$ cat src/rtl/sata_usr_responder.sv
// Stand-in for the SATA wrapper's user-side command/data ports: acknowledges
// {RW,len,addr} commands, checks write-stream framing and sources address-derived read data.
module sata_usr_responder #(
  parameter int unsigned ACK_DLY = 4
) (
  input  logic        usr_clk,
  input  logic        usr_rst,
  input  logic [71:0] usr_cmd,
  input  logic        usr_cmd_req,
  output logic        usr_cmd_ack,
  input  logic [31:0] s_aixs_usr_tdata,
  input  logic [7:0]  s_aixs_usr_tuser,
  input  logic        s_aixs_usr_tvalid,
  output logic        s_aixs_usr_tready,
  output logic [31:0] m_aixs_usr_tdata,
  output logic [7:0]  m_aixs_usr_tuser,
  output logic        m_aixs_usr_tvalid,
  input  logic        m_aixs_usr_tready,
  output logic [31:0] cmd_cnt,
  output logic [31:0] wr_beat_cnt,
  output logic [31:0] rd_beat_cnt,
  output logic [31:0] proto_err_cnt,
  output logic        busy
);

  typedef enum logic [1:0] {IDLE, ACK_WAIT, WR_DATA, RD_DATA} state_t;

  localparam logic [7:0] DLY_INIT = 8'(ACK_DLY - 1);

  state_t      state_q, state_d;
  logic        req_q;
  logic        rw_q, rw_d;
  logic [22:0] len_q, len_d;
  logic [31:0] addr_q, addr_d;
  logic [7:0]  dly_q, dly_d;
  logic [22:0] idx_q, idx_d;
  logic        ack_q, ack_d;
  logic        s_tready_q, s_tready_d;
  logic        m_tvalid_q, m_tvalid_d;
  logic [31:0] m_tdata_q, m_tdata_d;
  logic [7:0]  m_tuser_q, m_tuser_d;
  logic [31:0] cmd_cnt_q, cmd_cnt_d;
  logic [31:0] wr_cnt_q, wr_cnt_d;
  logic [31:0] rd_cnt_q, rd_cnt_d;
  logic [31:0] err_cnt_q, err_cnt_d;
  logic        busy_q, busy_d;
  logic [22:0] last_idx;
  logic        is_first, is_last, beat_sop, beat_eop;

  // Only tuser sop/eop and the low address word matter to this model.
  logic unused_ok;
  assign unused_ok = ^{usr_cmd[47:32], s_aixs_usr_tdata, s_aixs_usr_tuser[7:2]};

  always_ff @(posedge usr_clk or posedge usr_rst) begin
    if (usr_rst) begin
      state_q    <= IDLE;
      req_q      <= 1'b0;
      rw_q       <= 1'b0;
      len_q      <= '0;
      addr_q     <= '0;
      dly_q      <= '0;
      idx_q      <= '0;
      ack_q      <= 1'b0;
      s_tready_q <= 1'b0;
      m_tvalid_q <= 1'b0;
      m_tdata_q  <= '0;
      m_tuser_q  <= '0;
      cmd_cnt_q  <= '0;
      wr_cnt_q   <= '0;
      rd_cnt_q   <= '0;
      err_cnt_q  <= '0;
      busy_q     <= 1'b0;
    end else begin
      state_q    <= state_d;
      req_q      <= usr_cmd_req;
      rw_q       <= rw_d;
      len_q      <= len_d;
      addr_q     <= addr_d;
      dly_q      <= dly_d;
      idx_q      <= idx_d;
      ack_q      <= ack_d;
      s_tready_q <= s_tready_d;
      m_tvalid_q <= m_tvalid_d;
      m_tdata_q  <= m_tdata_d;
      m_tuser_q  <= m_tuser_d;
      cmd_cnt_q  <= cmd_cnt_d;
      wr_cnt_q   <= wr_cnt_d;
      rd_cnt_q   <= rd_cnt_d;
      err_cnt_q  <= err_cnt_d;
      busy_q     <= busy_d;
    end
  end

  always_comb begin
    state_d    = state_q;
    rw_d       = rw_q;
    len_d      = len_q;
    addr_d     = addr_q;
    dly_d      = dly_q;
    idx_d      = idx_q;
    ack_d      = 1'b0;
    s_tready_d = s_tready_q;
    m_tvalid_d = m_tvalid_q;
    m_tdata_d  = m_tdata_q;
    m_tuser_d  = m_tuser_q;
    cmd_cnt_d  = cmd_cnt_q;
    wr_cnt_d   = wr_cnt_q;
    rd_cnt_d   = rd_cnt_q;
    err_cnt_d  = err_cnt_q;
    last_idx   = len_q - 23'd1;
    is_first   = (idx_q == 23'd0);
    is_last    = (idx_q == last_idx);
    beat_sop   = s_aixs_usr_tuser[1];
    beat_eop   = s_aixs_usr_tuser[0];

    unique case (state_q)
      IDLE: begin
        if (usr_cmd_req && !req_q) begin
          state_d   = ACK_WAIT;
          rw_d      = usr_cmd[71];
          len_d     = usr_cmd[70:48];
          addr_d    = usr_cmd[31:0];
          idx_d     = '0;
          cmd_cnt_d = cmd_cnt_q + 32'd1;
          dly_d     = DLY_INIT;
          ack_d     = (DLY_INIT == 8'd0);
        end
      end
      ACK_WAIT: begin
        // The ack pulse itself marks the last delay cycle; leave on the edge that ends it.
        if (ack_q) begin
          if (len_q == 23'd0) begin
            state_d   = IDLE;
            err_cnt_d = err_cnt_q + 32'd1;
          end else if (rw_q) begin
            state_d    = WR_DATA;
            s_tready_d = 1'b1;
          end else begin
            state_d    = RD_DATA;
            m_tvalid_d = 1'b1;
            m_tdata_d  = addr_q;
            m_tuser_d  = {2'b00, 4'hF, 1'b1, (len_q == 23'd1)};
          end
        end else begin
          dly_d = dly_q - 8'd1;
          ack_d = (dly_q == 8'd1);
        end
      end
      WR_DATA: begin
        if (s_aixs_usr_tvalid && s_tready_q) begin
          wr_cnt_d = wr_cnt_q + 32'd1;
          idx_d    = idx_q + 23'd1;
          if ((beat_sop != is_first) || (beat_eop != is_last)) begin
            err_cnt_d = err_cnt_q + 32'd1;
          end
          if (beat_eop || is_last) begin
            state_d    = IDLE;
            s_tready_d = 1'b0;
          end
        end
      end
      RD_DATA: begin
        if (m_tvalid_q && m_aixs_usr_tready) begin
          rd_cnt_d = rd_cnt_q + 32'd1;
          if (is_last) begin
            state_d    = IDLE;
            m_tvalid_d = 1'b0;
            m_tdata_d  = '0;
            m_tuser_d  = '0;
          end else begin
            idx_d     = idx_q + 23'd1;
            m_tdata_d = addr_q + 32'(idx_q) + 32'd1;
            m_tuser_d = {2'b00, 4'hF, 1'b0, ((idx_q + 23'd1) == last_idx)};
          end
        end
      end
      default: state_d = IDLE;
    endcase

    busy_d = (state_d != IDLE);
  end

  assign usr_cmd_ack       = ack_q;
  assign s_aixs_usr_tready = s_tready_q;
  assign m_aixs_usr_tvalid = m_tvalid_q;
  assign m_aixs_usr_tdata  = m_tdata_q;
  assign m_aixs_usr_tuser  = m_tuser_q;
  assign cmd_cnt           = cmd_cnt_q;
  assign wr_beat_cnt       = wr_cnt_q;
  assign rd_beat_cnt       = rd_cnt_q;
  assign proto_err_cnt     = err_cnt_q;
  assign busy              = busy_q;

endmodule

$ cat config.mk
export PLATFORM = sky130hd
export DESIGN_NAME = sata_usr_responder
export DESIGN_NICKNAME = d
export VERILOG_FILES = /design/src/rtl/sata_usr_responder.sv
export SDC_FILE = /design/constraint.sdc
export NUM_CORES = 1
export LEC_CHECK = 0
export ABC_AREA = 1
export CORE_AREA = 2 2 184 186
export CTS_CLUSTER_DIAMETER = 40
export DETAILED_ROUTE_END_ITERATION = 8
export DIE_AREA = 0 0 186 188
export PLACE_DENSITY = 0.77
export SLEW_MARGIN = 20
export SYNTH_ARGS = -nofsm -noshare
export SYNTH_HDL_FRONTEND = slang
export SYNTH_SLANG_ARGS = --single-unit
$ cat constraint.sdc
create_clock -name usr_clk -period 9.4 [get_ports usr_clk]
set_clock_uncertainty 0.1 [all_clocks]
set_input_delay 2.35 -clock usr_clk [delete_from_list [all_inputs] [get_ports usr_clk]]
set_output_delay 2.35 -clock usr_clk [all_outputs]
set_load 0.02 [all_outputs]
==> flow_summary.toml, run 1 <==
[synth]
ys.flop_type = "dfrtp_1"
syn_inst = 2146
synth_area_per_cell_um2 = 7.30
synth_edf_count = 0
synthDistinctLibCells = 43
synth_area_um2 = 15700
synthArstFlopShare_pct = 100
yosysTopAreaCell = "dfrtp_1"
yosysWarnings = 0
synth_area_leaders = "dfrtp_1, nand2_1, xor2_1"
ys_seq_area_share_pct = 41.1
synth_top_area_share_pct = 41.1
ys_ff_latch = 257

[power]
p_int_mw = 1.96
leakagePower_nw = 9.54
p_switching_uw = 574
finalPower_mw = 2.54
power_density_nw_per_um2 = 129
swShare_pct = 22.6
pwr-share-clk_pct = 54.4
p_comb_share_pct = 2.0
p_seq_share_pct = 43.6
peakVddDrop_v = 0.000135

[route]
firstDrtPassIters = 6
drt_iter0_markers = 1211
ant_nets = 0
via_count = 15200
drt-wirelength-per-cell_um = 15.5
vias_per_cell = 5.34
routed_wl_um = 44300
drc = 0

[place]
placed_area_um2 = 18400
dp_cells = 2783
pre_cts_ws_ns = 3.93
gp_congestion = 1.01
port_buffers = 232
hpwlAfterDp_um = 33300

[clocking]
ctsLongestPathBuffers = 3
cts_max_level = 2
clkTransAtPathRegs_ns = 0.05
holdBufCountCts = 0
root_buffer = "clkbuf_16"
cts_sinks = 257
clk_latency_ns = 0.53
post_cts_buffers = 0
post_cts_resized = 0
cts_tree = "built"
numCtsBuffers = 39

[cells_and_area]
final_cell_area_um2 = 19600
fin_util_pct = 59.3
final_common_cell = "nand2_1"
drive_above_1_share_pct = 4.99
mostFrequentLayoutCells = "nand2_1, dfrtp_1, clkdlybuf4s50_1, nor2_1, inv_1"
syn_to_final_growth_pct = 25.4
nets = 2528
fillCellCount = 2962
n_antenna_cell = 0
stdcell_count = 2854

[setup_path]
worstPathArrival_ns = 5.41
worstSetupStartpoint = "len_q[0]$_DFFE_PP0P_"
ff2ff_path_depth = 21
end_kind = "register"
worstReg2RegStart = "len_q[0]$_DFFE_PP0P_"
worst-setup-path-type = "register to register"
worstSetupStartpointType = "register"
crit_end = "proto_err_cnt[20]$_DFFE_PP0P_"
r2r_end = "proto_err_cnt[20]$_DFFE_PP0P_"
critPathMaxFanout = 25
rrSetupSlack_ns = 4.29
crit_required_ns = 9.70

[timing]
worst_slack_ns = 4.29
fmax_mhz = 196
tightest_slew_ns = 0.962
post-route-period-util_pct = 54.3
relSlewSlack_pct = 35.7
rsz0062_at_grt = "false"
setup_viol = 0
finalMaxSlewViolations = 0
holdWs_ns = 0.368
period_needed_ns = 5.11
tns_ns = 0
finalHoldViolCount = 0

[die]
rows = 67
die_y_um = 188
die_w_um = 186
start_util_pct = 47.3
fp.dieArea_um2 = 35000
core_um2 = 33100
ios = 289

[global_route]
grt_max_degree = 143
antenna_found_initial = 0
grt_pass1_vias = 14700
overflow = 0
grt_usage_pct = 25.2
grt_pass1_wl_um = 72100

[run]
drv_cap = 0

[hold_path]
hp-class = "register to register"

[run_status]
run_status = "completed"
## synthesized netlist by cell type, types with 28 or more instances
library cell and instances:
a21oi_1 53, clkbuf_1 28, dfrtp_1 257, ha_1 34
inv_1 222, nand2_1 677, nand3_1 154, nand4_1 87
nor2_1 224, nor3_1 52, o21ai_0 83, xnor2_1 43
xor2_1 110
## cells by family (layout without fill, tap and decap cells)
group	Yosys count	after routing	share of synthesized area [%]
simple gates	1259	1259	35.0
buf+inv	282	541	7.13
compound gates	159	159	5.37
xor+xnor	153	153	8.56
fa+ha+maj	35	35	2.84
other cells	1	2	0.0239
flops	257	257	41.1
## final cells by class
class	instances	area (um2)	area share, %
well taps	448	561	2.86
inverters	230	867	4.42
flip-flops and latches	257	6430	32.8
multi-input cells	1608	8120	41.4
clock buffers	50	1090	5.54
clock inverters	21	169	0.860
repair buffers	240	2390	12.2
## worst min-delay path by stage
stage | start | to | slack, ns | cells past startpoint
3_3_place_gp | dly_q[7]$_DFFE_PP0P_ | dly_q[7]$_DFFE_PP0P_ | 0.36 | 1
6_report | cmd_cnt[31]$_DFFE_PP0P_ | cmd_cnt[31]$_DFFE_PP0P_ | 0.37 | 1
3_5_place_dp | cmd_cnt[31]$_DFFE_PP0P_ | cmd_cnt[31]$_DFFE_PP0P_ | 0.36 | 1
2_1_floorplan | dly_q[7]$_DFFE_PP0P_ | dly_q[7]$_DFFE_PP0P_ | 0.33 | 1
4_1_cts | dly_q[7]$_DFFE_PP0P_ | dly_q[7]$_DFFE_PP0P_ | 0.37 | 1
5_1_grt | dly_q[7]$_DFFE_PP0P_ | dly_q[7]$_DFFE_PP0P_ | 0.39 | 1
## flip-flops by register name, indices dropped and copies added (netlist names), 2 cells and up
name              flops
state_q               2
proto_err_cnt        32
len_q                23
m_aixs_usr_tuser      3
rd_beat_cnt          32
addr_q               32
wr_beat_cnt          32
m_aixs_usr_tdata     32
dly_q                 8
cmd_cnt              32
idx_q                23
## power by group through the flow
stage	Combinational, mW	Sequential [mW]	Clock, mW
global route	0.0570	1.11	1.45
global placement	0.0514	1.13	0
detailed placement	0.0519	1.13	0
finish	0.0503	1.11	1.38
CTS	0.0522	1.11	1.40
floorplan	0.0181	1.13	0
## critical path, stage by stage, from the launching register on
cell	delay (ns)
dfrtp_1	0.40
inv_1	0.19
ha_1	0.32
nand2_1	0.14
nor2_1	0.36
nand2_1	0.15
nand3_1	0.10
nand2_1	0.06
nor2_1	0.18
nand2_1	0.07
nor2_1	0.09
nand3_1	0.09
nor2_2	0.14
nand2_1	0.37
ha_1	0.44
nor2_1	0.10
nand2_1	0.06
nand2_1	0.64
inv_1	0.56
nand2_1	0.23
nor2_1	0.07
xor2_1	0.14
## layer usage
metal | vias to the layer above | share of wire (%) | track usage (%)
li1 | 7370 | - | -
met1 | 7166 | 43 | 33.5
met2 | 595 | 47 | 41.3
met3 | 105 | 7.4 | 4.08
met4 | 0 | 3.0 | 9.15
met5 | - | 0 | 0
Power figures use the tool's default switching activity.
==> run 2: changes to the inputs <==
- clock period: 9.4 -> 4.3 ns (I/O delays scaled with it)
==> run 2 against run 1 <==
Compared with the run above:
- sequential power grew 120%
- worst setup slack got worse by 3.7 ns
- clock-buffer cell count unchanged
- critical path depth is the same
- via count down 0.17%
- sequential share of layout area shrank 0.37 points
- sequential cell count unchanged
- largest power group unchanged
- utilization rose by 0.68 points
- die area unchanged
- worst hold slack worse by 0.0060 ns
- combinational power increased by 130%
- final cell count up 0.49%
==> flow_summary.toml, run 2 (synthesized netlist as in run 1, its figures left out) <==
[timing]
finalHoldViolCount = 0
setup_viol = 0
finalMaxSlewViolations = 0
fmax_mhz = 267
tightest_slew_ns = 0.691
post-route-period-util_pct = 87.0
tns_ns = 0
rsz0062_at_grt = "false"
period_needed_ns = 3.74
worst_slack_ns = 0.560
holdWs_ns = 0.363
relSlewSlack_pct = 53.5

[power]
peakVddDrop_v = 0.000252
finalPower_mw = 5.81
power_density_nw_per_um2 = 292
leakagePower_nw = 9.68

[cells_and_area]
final_common_cell = "nand2_1"
final_cell_area_um2 = 19900
mostFrequentLayoutCells = "nand2_1, dfrtp_1, clkdlybuf4s50_1, nor2_1, inv_1"
n_antenna_cell = 0
nets = 2540
drive_above_1_share_pct = 5.62
syn_to_final_growth_pct = 26.8

[setup_path]
crit_chain = "inv_1 -> ha_1 -> nand2_1 -> nor2_1 -> nand2_1 -> nand3_1 -> nand2_1 -> nor2_1 -> nand2_1 -> nor2_1 -> nand3_1 -> nor2_2 -> nand2_1 -> ha_1 -> nor2_1 -> nand2_1 -> nand2_1 -> inv_1 -> nand2_1 -> nor2_1 -> xor2_1"
crit_required_ns = 4.66
critPathMaxFanout = 12
cp_slowest_stage_delay_ns = 0.40
cp_top_family = "simple AND/OR/NAND/NOR gates"
worstSetupStartpointType = "register"
end_kind = "register"
cpMostUsedCell = "nand2_1"
worst-setup-path-type = "register to register"
worstPathArrival_ns = 4.10
slowest_stage = "dfrtp_1"
worst-path-buf-inv = 2

[place]
pre_cts_ws_ns = 0.586
hpwlAfterDp_um = 34700
placed_area_um2 = 18500
gp_congestion = 0.970
port_buffers = 232

[route]
drc = 0
routed_wl_um = 45500
drt-wirelength-per-cell_um = 15.9
firstDrtPassIters = 5
vias_per_cell = 5.30
drt_iter0_markers = 1188
via_count = 15200
ant_nets = 0

[clocking]
clk_latency_ns = 0.54
numCtsBuffers = 40
post_cts_resized = 0
clkTransAtPathRegs_ns = 0.06
holdBufCountCts = 0
cts_tree = "built"
ctsLongestPathBuffers = 3
cts_max_level = 2
post_cts_buffers = 0
root_buffer = "clkbuf_16"
cts_sinks = 257

[die]
ios = 289
die_y_um = 188
start_util_pct = 47.3
core_um2 = 33100
fp.dieArea_um2 = 35000
die_w_um = 186
rows = 67

[run_status]
run_status = "completed"

[global_route]
grt_pass1_vias = 14700
overflow = 0
grt_pass1_wl_um = 74600
antenna_found_initial = 0
grt_usage_pct = 26.2
grt_max_degree = 97

[hold_path]
hp-class = "register to register"

[run]
drv_cap = 0
==> run 2: changes by cell type in the layout (fill, tap and decap cells not counted), sizes merged <==
| cell | previous run | this run |
|---|---|---|
| inv | 235 | 238 |
| buf | 8 | 19 |
| bufinv | 0 | 2 |
| clkinv | 8 | 11 |
| clkinvlp | 8 | 3 |
==> run 2: layout make-up <==
type,instances,area [um2]
Clock buffer,50,1120
Clock inverter,24,254
Fill cell,2953,13300
Inverter,230,867
Multi-Input combinational cell,1608,8120
Sequential cell,257,6430
Tap cell,448,561
Timing Repair Buffer,251,2500
==> run 2: routing by layer <==
layer | vias up | GRT usage [%] | wire length, um
li1 | 7410 | - | -
met1 | 7198 | 35.8 | 19800
met2 | 502 | 43.1 | 21500
met3 | 100 | 3.77 | 2970
met4 | 0 | 8.18 | 1210
met5 | - | 0 | 0
==> run 2: path summary, 6_finish.rpt <==
path                                                  start  slack, ns  cells past startpoint                             to
worst max-delay path                   len_q[0]$_DFFE_PP0P_       0.56                     21  proto_err_cnt[20]$_DFFE_PP0P_
worst min-delay path            wr_beat_cnt[31]$_DFFE_PP0P_       0.36                      1    wr_beat_cnt[31]$_DFFE_PP0P_
worst max register to register         len_q[0]$_DFFE_PP0P_       0.56                     21  proto_err_cnt[20]$_DFFE_PP0P_
worst min register to register  wr_beat_cnt[31]$_DFFE_PP0P_       0.36                      1    wr_beat_cnt[31]$_DFFE_PP0P_
max in group asynchronous                           usr_rst       2.65                      3        cmd_cnt[31]$_DFFE_PP0P_
min in group asynchronous                           usr_rst       0.97                      3    wr_beat_cnt[13]$_DFFE_PP0P_
==> run 2: stage by stage <==
stage / instances / utilization, %
detailed placement: 2794 / 55.8
global route: 2868 / 60.0
floorplan: 2147 / -
global placement: 2794 / 55.8
CTS: 2868 / 60.0
finish: 2868 / 60.0
==> run 2: power breakdown <==
part / internal [mW] / switching [mW] / leakage, nW / total [mW]
logic: 0.0553 / 0.0586 / 5.76 / 0.114
registers: 2.42 / 0.000106 / 3.24 / 2.42
clock network: 2.02 / 1.26 / 0.681 / 3.27
total: 4.49 / 1.31 / 9.68 / 5.81
